`config.mk`:
```
export PLATFORM = sky130hd
export DESIGN_NAME = cnn_phase_sequencer
export DESIGN_NICKNAME = d
export VERILOG_FILES = /design/src/rtl/cnn_pkg.sv /design/src/rtl/cnn_phase_next.sv /design/src/rtl/cnn_phase_sequencer.sv
export SDC_FILE = /design/constraint.sdc
export NUM_CORES = 1
export LEC_CHECK = 0
export CAP_MARGIN = 20
export CORE_MARGIN = 5
export CORE_UTILIZATION = 40
export CTS_BUF_LIST = sky130_fd_sc_hd__clkbuf_16
export CTS_CLUSTER_SIZE = 28
export DETAILED_ROUTE_END_ITERATION = 6
export DONT_BUFFER_PORTS = 1
export PLACE_DENSITY = 0.62
export SLEW_MARGIN = 20
export SYNTH_ARGS = -nofsm -noshare
export SYNTH_HDL_FRONTEND = slang
export SYNTH_HIERARCHICAL = 1
export SYNTH_SLANG_ARGS = --single-unit
```
`constraint.sdc`:
```
create_clock -name CLK -period 3.5 [get_ports CLK]
set_input_delay 0.7 -clock CLK [delete_from_list [all_inputs] [get_ports CLK]]
set_output_delay 0.7 -clock CLK [all_outputs]
set_load 0.02 [all_outputs]
```
`src/rtl/cnn_pkg.sv`:
```
// cnn_pkg: phase codes, sequencer state encoding and datapath number format
// shared by the CNN training controller files.
package cnn_pkg;

    localparam logic [1:0] FF_MODE = 2'd0;
    localparam logic [1:0] FB_MODE = 2'd1;
    localparam logic [1:0] GR_MODE = 2'd2;

    // Fixed-point word / fraction length used by the layer engines.
    localparam int WL = 16;
    localparam int FL = 14;

    typedef enum logic [2:0] {
        ST_IDLE   = 3'd0,
        ST_ISSUE  = 3'd1,
        ST_WAIT   = 3'd2,
        ST_NEXT   = 3'd3,
        ST_FINISH = 3'd4
    } seq_state_t;

endpackage

```
`src/rtl/cnn_phase_next.sv`:
```
// cnn_phase_next: combinational step function of the phase sequencer.
// Walks FF up the layers, FB back down, GR up again, then closes the iteration.
module cnn_phase_next
    import cnn_pkg::*;
#(
    parameter int NUM_LAYERS = 4,
    parameter int NUM_ITER   = 1,
    parameter int LW         = $clog2(NUM_LAYERS)
) (
    input  logic [1:0]    mode,
    input  logic [LW-1:0] layer_idx,
    input  logic [15:0]   iter_cnt,
    output logic [1:0]    mode_nxt,
    output logic [LW-1:0] layer_idx_nxt,
    output logic [15:0]   iter_cnt_nxt,
    output logic          finish
);

    localparam logic [LW-1:0] LAST_IDX = LW'(NUM_LAYERS - 1);
    localparam logic [15:0]   ITER_LIM = 16'(NUM_ITER);

    // Saturate at the iteration limit so the count can never wrap.
    logic [15:0] iter_inc;
    assign iter_inc = (iter_cnt == ITER_LIM) ? iter_cnt : iter_cnt + 16'd1;

    // Next (mode, layer, iteration) and end-of-run detection.
    always_comb begin
        mode_nxt      = mode;
        layer_idx_nxt = layer_idx;
        iter_cnt_nxt  = iter_cnt;
        finish        = 1'b0;
        case (mode)
            FF_MODE: begin
                if (layer_idx != LAST_IDX) begin
                    layer_idx_nxt = layer_idx + 1'b1;
                end else begin
                    mode_nxt      = FB_MODE;
                    layer_idx_nxt = LAST_IDX;
                end
            end
            FB_MODE: begin
                if (layer_idx != '0) begin
                    layer_idx_nxt = layer_idx - 1'b1;
                end else begin
                    mode_nxt      = GR_MODE;
                    layer_idx_nxt = '0;
                end
            end
            default: begin
                if (layer_idx != LAST_IDX) begin
                    layer_idx_nxt = layer_idx + 1'b1;
                end else begin
                    iter_cnt_nxt = iter_inc;
                    finish       = (iter_inc == ITER_LIM);
                    if (iter_inc != ITER_LIM) begin
                        mode_nxt      = FF_MODE;
                        layer_idx_nxt = '0;
                    end
                end
            end
        endcase
    end

endmodule

```
`src/rtl/cnn_phase_sequencer.sv`:
```
// cnn_phase_sequencer: drives the layer engines through FF/FB/GR phases for
// NUM_ITER iterations per Start, one engine at a time.
// Optional watchdog on the per-engine wait: define CNN_SEQ_WDOG_EN.
//
// state  | meaning
// IDLE   | waiting for Start
// ISSUE  | one-cycle start pulse to engine layer_idx
// WAIT   | waiting for layer_done[layer_idx]
// NEXT   | advance (mode, layer_idx, iter_cnt)
// FINISH | Done high until Start drops
module cnn_phase_sequencer
    import cnn_pkg::*;
#(
    parameter int NUM_LAYERS  = 4,
    parameter int NUM_ITER    = 1,
    parameter int LW          = $clog2(NUM_LAYERS),
    parameter int WDOG_CYCLES = 65536
) (
    input  logic                  CLK,
    input  logic                  RESET,
    input  logic                  Start,
    output logic                  Done,
    output logic                  Busy,
    output logic [NUM_LAYERS-1:0] layer_start,
    input  logic [NUM_LAYERS-1:0] layer_done,
    output logic [1:0]            mode,
    output logic [LW-1:0]         layer_idx,
    output logic [15:0]           iter_cnt,
    output logic                  err
);

    seq_state_t    state, state_nxt;
    logic [1:0]    nx_mode;
    logic [LW-1:0] nx_idx;
    logic [15:0]   nx_iter;
    logic          nx_finish;
    logic          done_hit;
    logic          wdog_hit;

    // Format constants and the watchdog limit are not needed by every build.
    logic unused_cfg;
    assign unused_cfg = ((WL + FL) > 0) && (WDOG_CYCLES > 0);

    // Only the engine currently addressed can complete a step.
    assign done_hit = layer_done[layer_idx];

    cnn_phase_next #(
        .NUM_LAYERS (NUM_LAYERS),
        .NUM_ITER   (NUM_ITER),
        .LW         (LW)
    ) u_next (
        .mode          (mode),
        .layer_idx     (layer_idx),
        .iter_cnt      (iter_cnt),
        .mode_nxt      (nx_mode),
        .layer_idx_nxt (nx_idx),
        .iter_cnt_nxt  (nx_iter),
        .finish        (nx_finish)
    );

`ifdef CNN_SEQ_WDOG_EN
    localparam logic [31:0] WDOG_LAST = 32'(WDOG_CYCLES - 1);

    logic [31:0] wd_cnt;
    logic        err_q;

    assign wdog_hit = (state == ST_WAIT) && (wd_cnt == WDOG_LAST);
    assign err      = err_q;

    // Watchdog: timed from the first WAIT cycle; a coincident done wins.
    always_ff @(posedge CLK or posedge RESET) begin
        if (RESET) begin
            wd_cnt <= '0;
            err_q  <= 1'b0;
        end else begin
            if (state == ST_ISSUE) begin
                wd_cnt <= '0;
            end else if (state == ST_WAIT) begin
                wd_cnt <= wd_cnt + 32'd1;
            end
            if ((state == ST_IDLE) && Start) begin
                err_q <= 1'b0;
            end else if (wdog_hit && !done_hit) begin
                err_q <= 1'b1;
            end
        end
    end
`else
    assign wdog_hit = 1'b0;
    assign err      = 1'b0;
`endif

    // State register.
    always_ff @(posedge CLK or posedge RESET) begin
        if (RESET) begin
            state <= ST_IDLE;
        end else begin
            state <= state_nxt;
        end
    end

    // Next state and state-decoded outputs.
    always_comb begin
        state_nxt   = state;
        Done        = 1'b0;
        Busy        = (state != ST_IDLE);
        layer_start = '0;
        case (state)
            ST_IDLE: begin
                if (Start) state_nxt = ST_ISSUE;
            end
            ST_ISSUE: begin
                layer_start = NUM_LAYERS'(1) << layer_idx;
                state_nxt   = ST_WAIT;
            end
            ST_WAIT: begin
                if (done_hit) begin
                    state_nxt = ST_NEXT;
                end else if (wdog_hit) begin
                    state_nxt = ST_FINISH;
                end
            end
            ST_NEXT: begin
                state_nxt = nx_finish ? ST_FINISH : ST_ISSUE;
            end
            ST_FINISH: begin
                Done = 1'b1;
                if (!Start) state_nxt = ST_IDLE;
            end
            default: state_nxt = ST_IDLE;
        endcase
    end

    // Phase / layer / iteration registers: loaded at run start, stepped in NEXT.
    always_ff @(posedge CLK or posedge RESET) begin
        if (RESET) begin
            mode      <= FF_MODE;
            layer_idx <= '0;
            iter_cnt  <= '0;
        end else if ((state == ST_IDLE) && Start) begin
            mode      <= FF_MODE;
            layer_idx <= '0;
            iter_cnt  <= '0;
        end else if (state == ST_NEXT) begin
            mode      <= nx_mode;
            layer_idx <= nx_idx;
            iter_cnt  <= nx_iter;
        end
    end

endmodule

```
# Word level (Yosys, flattened, before mapping)
# Cells that the tools add are included.
dict set report totals {
  ff_bits 23
  output_inout_bits 27
  wordCells 68
}
dict set report op_classes {
  n_addsub 3
  magnitude_cmp 1
  n_eq_ne 17
  shift 1
  muxes 29
  reduce_logical 13
}
# op n
set op_table {}
lappend op_table {{$mux W16} 5}
lappend op_table {{$eq A16 B1 Y1 const B} 2}
lappend op_table {{$mux W2} 11}
lappend op_table {{$add A16 B1 Y16 const B} 1}
lappend op_table {{$ne A16 B1 Y1 const B} 1}
lappend op_table {{$pmux W3 S5} 1}
lappend op_table {{$mux W3} 4}
lappend op_table {{$ne A2 B2 Y1 const B} 5}
lappend op_table {{$ne A3 B3 Y1 const B} 3}
lappend op_table {{$pmux W2 S2} 2}
lappend op_table {{$eq A3 B2 Y1 const B} 2}
lappend op_table {{$reduce_and A3 Y1} 2}
lappend op_table {{$reduce_and A5 Y1} 1}
lappend op_table {{$reduce_bool A5 Y1} 1}
lappend op_table {{$mux W1} 4}
lappend op_table {{$mux W4} 1}
lappend op_table {{$reduce_bool A2 Y1} 2}
lappend op_table {{$reduce_bool A4 Y1} 1}
lappend op_table {{$shl A1 B2 Y4 const A} 1}
lappend op_table {{$eq A3 B1 Y1 const B} 1}
lappend op_table {{$eq A3 B3 Y1 const B} 1}
lappend op_table {{$logic_not A3 Y1} 1}
lappend op_table {{$lt A2 B3 Y1 const B} 1}
lappend op_table {{$reduce_bool A3 Y1} 1}
lappend op_table {{9 further kinds} 9}

# Logic depth before layout (Yosys ltp)
# Gate-level depths: netlist of the first run.
dict set report depth {
  ltp_word 8
  depth_mapped 10
}

# By module
# The synthesis of the first run kept the hierarchy.
# mod n_inst cells_each area_each_um2
set modules_own_cells {}
lappend modules_own_cells {cnn_phase_sequencer 1 119 1078.5}
lappend modules_own_cells {cnn_phase_next 1 125 857.1}

# Least setup slack after synthesis of the first run
# OpenSTA, ideal clock, no wires.
dict set report synth_path {
  path_kind {reg2reg}
  startpoint {register iter_cnt[0]}
  endpoint {register state[0]}
  arrival_ps 2892
  path_slack_ps 483
  stages_incl_launch_ff 11
  path_buffers 0
  synth_period_minus_slack_ps 3017
  cell_sequence {dfrtp_1 -> ha_1 -> nand4_1 -> nor4_1 -> nand4_1 -> a221o_1 -> or4_4 -> nor2_1 -> nand2b_1 -> o311a_1 -> a211oi_2}
}
dict set report synth_between {
  elab_chain_cells 7
  word_cells_on_any_way 8
  cone_classes {1 x add/sub; 2 x eq/ne; 5 x mux}
}
# element line_no
set synth_rtl {}
lappend synth_rtl {{start, declared} cnn_phase_sequencer.sv:28} ;# output logic [15:0] iter_cnt,
lappend synth_rtl {{start signal, assigned} cnn_phase_sequencer.sv:147} ;# iter_cnt <= nx_iter;
lappend synth_rtl {{$add A16 B1 Y16 or $eq A16 B1 Y1 (tied branches)} cnn_phase_next.sv:24} ;# assign iter_inc = (iter_cnt == ITER_LIM) ? iter_cnt : iter_cnt + 16'd1;
lappend synth_rtl {{$mux W16 (*)} cnn_phase_next.sv:24}
lappend synth_rtl {{$eq A16 B1 Y1 (*)} cnn_phase_next.sv:54} ;# finish = (iter_inc == ITER_LIM);
lappend synth_rtl {{$mux W1 (*)} cnn_phase_next.sv:50} ;# if (layer_idx != LAST_IDX) begin
lappend synth_rtl {{$mux W1 (*)} cnn_phase_next.sv:32} ;# case (mode)
lappend synth_rtl {{named net nx_finish} cnn_phase_sequencer.sv:36} ;# logic nx_finish;
lappend synth_rtl {{$mux W3 (*)} cnn_phase_sequencer.sv:124} ;# state_nxt = nx_finish ? ST_FINISH : ST_ISSUE;
lappend synth_rtl {{$pmux W3 S5 (*)} cnn_phase_sequencer.sv:108} ;# case (state)
lappend synth_rtl {{end signal, assigned} cnn_phase_sequencer.sv:98} ;# state <= state_nxt;
lappend synth_rtl {{end, declared} cnn_phase_sequencer.sv:32} ;# seq_state_t state, state_nxt;
# Mark *: on every way through the listed nets, which the timed path passes. The rest lies on a longest branch.
# A chain may end at the register's enable or synchronous reset.

# Final worst setup path of the first run
dict set report layout_path {
  startpoint {register iter_cnt[7]}
  endpoint {register state[0]}
}
# The elaborated chain is that of the path after synthesis.

==> results of run 1 <==
[layout by cell type, fill, tap and decap left out, types with 4 or more instances in the layout]
master	synthesis	routed
nand3_1	10	10
nor2_1	10	10
nand4_1	5	5
nor4_1	5	5
a21oi_1	23	23
buf_4	4	9
xnor2_1	13	13
nor3_1	10	10
xor2_1	7	7
ha_1	7	7
or3_1	4	4
inv_1	10	10
o21ai_0	5	5
nand2_1	51	51
dfrtp_1	23	23
[worst max-delay path: stages, from the launching register on]
cell and delay [ps]:
dfrtp_1 550, nand3_1 350, nor4_1 430, nand4_1 140
a221o_1 380, or4_4 610, nor2_1 140, nand2b_1 120
o311a_1 170, a211oi_2 60
[cells by family (layout without fill, tap and decap cells)]
| group | Yosys count | in the layout |
|---|---|---|
| compound gates | 45 | 45 |
| xor+xnor | 20 | 20 |
| fa+ha+maj | 7 | 7 |
| buf+inv | 29 | 24 |
| flops | 23 | 23 |
| mux | 4 | 4 |
| other cells | 1 | 1 |
| simple gates | 115 | 115 |
[cell usage after synthesis (2+ instances only)]
library cell	count	share of area
nand2_1	51	0.099
a21oi_1	23	0.059
dfrtp_1	23	0.30
xnor2_1	13	0.059
inv_1	10	0.019
nand3_1	10	0.026
nor2_1	10	0.019
nor3_1	10	0.026
buf_2	9	0.023
ha_1	7	0.045
xor2_1	7	0.032
nand4_1	5	0.016
nor4_1	5	0.016
o21ai_0	5	0.013
buf_4	4	0.016
clkbuf_1	4	0.0078
or3_1	4	0.013
a31oi_1	3	0.0097
mux2i_1	3	0.016
nand2b_1	3	0.0097
and2_1	2	0.0065
buf_6	2	0.012
nand3b_1	2	0.0078
nor3b_1	2	0.0078
o21bai_1	2	0.0078
o31ai_4	2	0.022
or4_4	2	0.012
[per-stage QoR]
step	hold WS (ps)	instance area (um2)	utilization	instances	power, W
2_1_floorplan	542	1940	-	244	0.00146
3_5_place_dp	572	1970	0.418	301	0.00164
3_3_place_gp	568	1970	0.418	301	0.00163
5_1_grt	396	2070	0.438	306	0.00204
6_report	340	2070	0.438	306	0.00188
4_1_cts	568	2050	0.435	305	0.00190
[how the worst max path moves through the flow]
stage	start	to	slack, ps	depth (start not counted)
global route	iter_cnt[5]$_DFFE_PP0P_	state[0]$_DFFE_PP0P_	230	9
global placement	iter_cnt[7]$_DFFE_PP0P_	state[0]$_DFFE_PP0P_	530	9
CTS	iter_cnt[7]$_DFFE_PP0P_	state[0]$_DFFE_PP0P_	460	9
detailed placement	iter_cnt[7]$_DFFE_PP0P_	state[0]$_DFFE_PP0P_	460	9
floorplan	iter_cnt[0]$_DFFE_PP0P_	state[0]$_DFFE_PP0P_	480	10
finish	iter_cnt[7]$_DFFE_PP0P_	state[0]$_DFFE_PP0P_	420	9
[layout make-up]
| class | instances | area share |
|---|---|---|
| multi-input cells | 192 | 0.585 |
| flip-flops and latches | 23 | 0.278 |
| well taps | 67 | 0.0405 |
| repair buffers | 10 | 0.0399 |
| clock buffers | 3 | 0.0363 |
| inverters | 10 | 0.0181 |
| clock inverters | 1 | 0.00242 |
[state kept, by name, indices dropped and copies added (netlist names)]
register,flops
iter_cnt,16
layer_idx,2
mode,2
state,3
[metal layers]
metal / vias to the layer above / share of wire / GRT usage
met3: 6 / 0.051 / 0.0282
met2: 48 / 0.47 / 0.242
met5: - / 0 / 0
met1: 774 / 0.46 / 0.193
met4: 0 / 0.014 / 0.0464
li1: 826 / - / -
[where the power goes]
group	switching (W)	internal, W	leakage, nW	total, W
combinational	0.000553	0.000431	0.484	0.000984
sequential	0.000281	0.000362	0.311	0.000643
clock	0.000102	0.000154	0.0409	0.000256
total	0.000935	0.000947	0.836	0.00188
==> impl_results.md, run 1 <==
* XOR/XNOR Fraction of Synth Area at 0.0905
* Async S/R FF share, synth at 1.00
* Final net count at 254
* CP max FO at 9
* Chip Width at 79.6 um
* Die area at 0.00633 mm2
* Unrepaired setup endpoints after global routing: no
* Mapped Nets at 258
* Clock slew at reported path FFs at roughly 60 ps
* Vias in the first global route at 1,546
* Status: finished, final reports clean
* Largest net degree at the start of global routing at 24
* CTS Buf Count at 3
* VDD IR max at 485 uV
* RR Endpoint: state[0]$_DFFE_PP0P_
* Worst Path Arrival at roughly 3200 ps
* Register Area at approximately 580 um2
* Worst skew pair latency at 260 ps
* Synth-to-layout area growth at 6.92%
* Mux cell area share after synthesis at 0.0213
* Dpl hpwl at about 3200 um
* Final min period at 3080 ps
* Starting Density at 0.410
* CP Launch Type: flop
* Adder-cell share of the synthesized area at 0.0452
* GRT overflow at 0
* Slew headroom at 0.445
* Worst-margin pin slew at roughly 830 ps
* First-pass GRT wire length at between 7000 and 8000 um
* H-tree lvl count at 1
* Total routed wirelength at ~4500 um
* Root Driver: clkbuf_16
* Max Clock Skew at 2.78 ps
* Post-route DRC at 0
* Pleak at 0.836 nW
* Inserted Diodes at 0
* Reg2Reg Depth at 9
* Synth unique cells at 48
* Hold_buf cts at 0
* Share of cells above drive strength 1 at 0.113
* Setup-failing EPs final at 0
* Post-Synthesis Cells at 244
* Sequential share of the synthesized area at 0.297
* Hold Violations, Final at 0
* Filler cells at 487
* Antenna violations before repair at 0
* Crit path kind: flop to flop
* Routed wire per std cell at 14.6 um
* Synth Area in Compound Gates at 0.160
* Vert. Die Dim at 79.6 um
* Buffers on Ports at 0
* Vias at 1,654
* Via density at between 5 and 6
* Crit path required time at 3640 ps
* Worst reg2reg setup slack at 420 ps
* Largest family of logic cells by synthesized area: simple AND/OR/NAND/NOR gates
* Avg Inst Size Synth at 7.93 um2
* Rows at 25
* Yosys reg bits at 23
* Total negative slack at 0 ps
* CORE AREA at 0.00472 mm2
* # Max-Cap Violations at 0
* Period utilisation layout at 0.879
* Synth warn at 6
* Hold crit path type: primary input to asynchronous set/reset pin
* PostCTS Resize Cnt at 0
* Postcts setup bufs at 0
* All-Layer GR Usage at 0.147
* Fmax at around 330 MHz
* Setup crit end kind: flop
* Pre-CTS setup slack at 458 ps
* PD cells at between 900 and 1000 mW/mm2
* Sink Count at 23
* Antenna Nets Post-Route at 0
* Final Slew Violations at 0
* Gpl congestion at 0.932
* PnR worst setup slack at roughly 420 ps
* Deepest clock path buffer count at 2
* Ys flop type: dfrtp_1
* Post-Synth Simple-Gate Area at 0.306
* Critical R2R Launch: iter_cnt[7]$_DFFE_PP0P_
* Post-synth EDFFs at 0
* Iter 0 DRT Violations at 146
* TritonRoute pass-1 iters at 6
* Area of the multi-input gates at 0.00121 mm2
* CTS tree: done
* IO Pins at 34
* Cell area after synthesis at 0.00194 mm2
Power figures use the tool's default switching activity.
==> inputs of run 2 (changes only) <==
--- a/config.mk
+++ b/config.mk
@@ -18,3 +18,4 @@
 export SYNTH_HDL_FRONTEND = slang
 export SYNTH_HIERARCHICAL = 1
 export SYNTH_SLANG_ARGS = --single-unit
+export TNS_END_PERCENT = 30
==> results of run 2 <==
No change in the layout: final DEF, timing and power equal those of run 1.
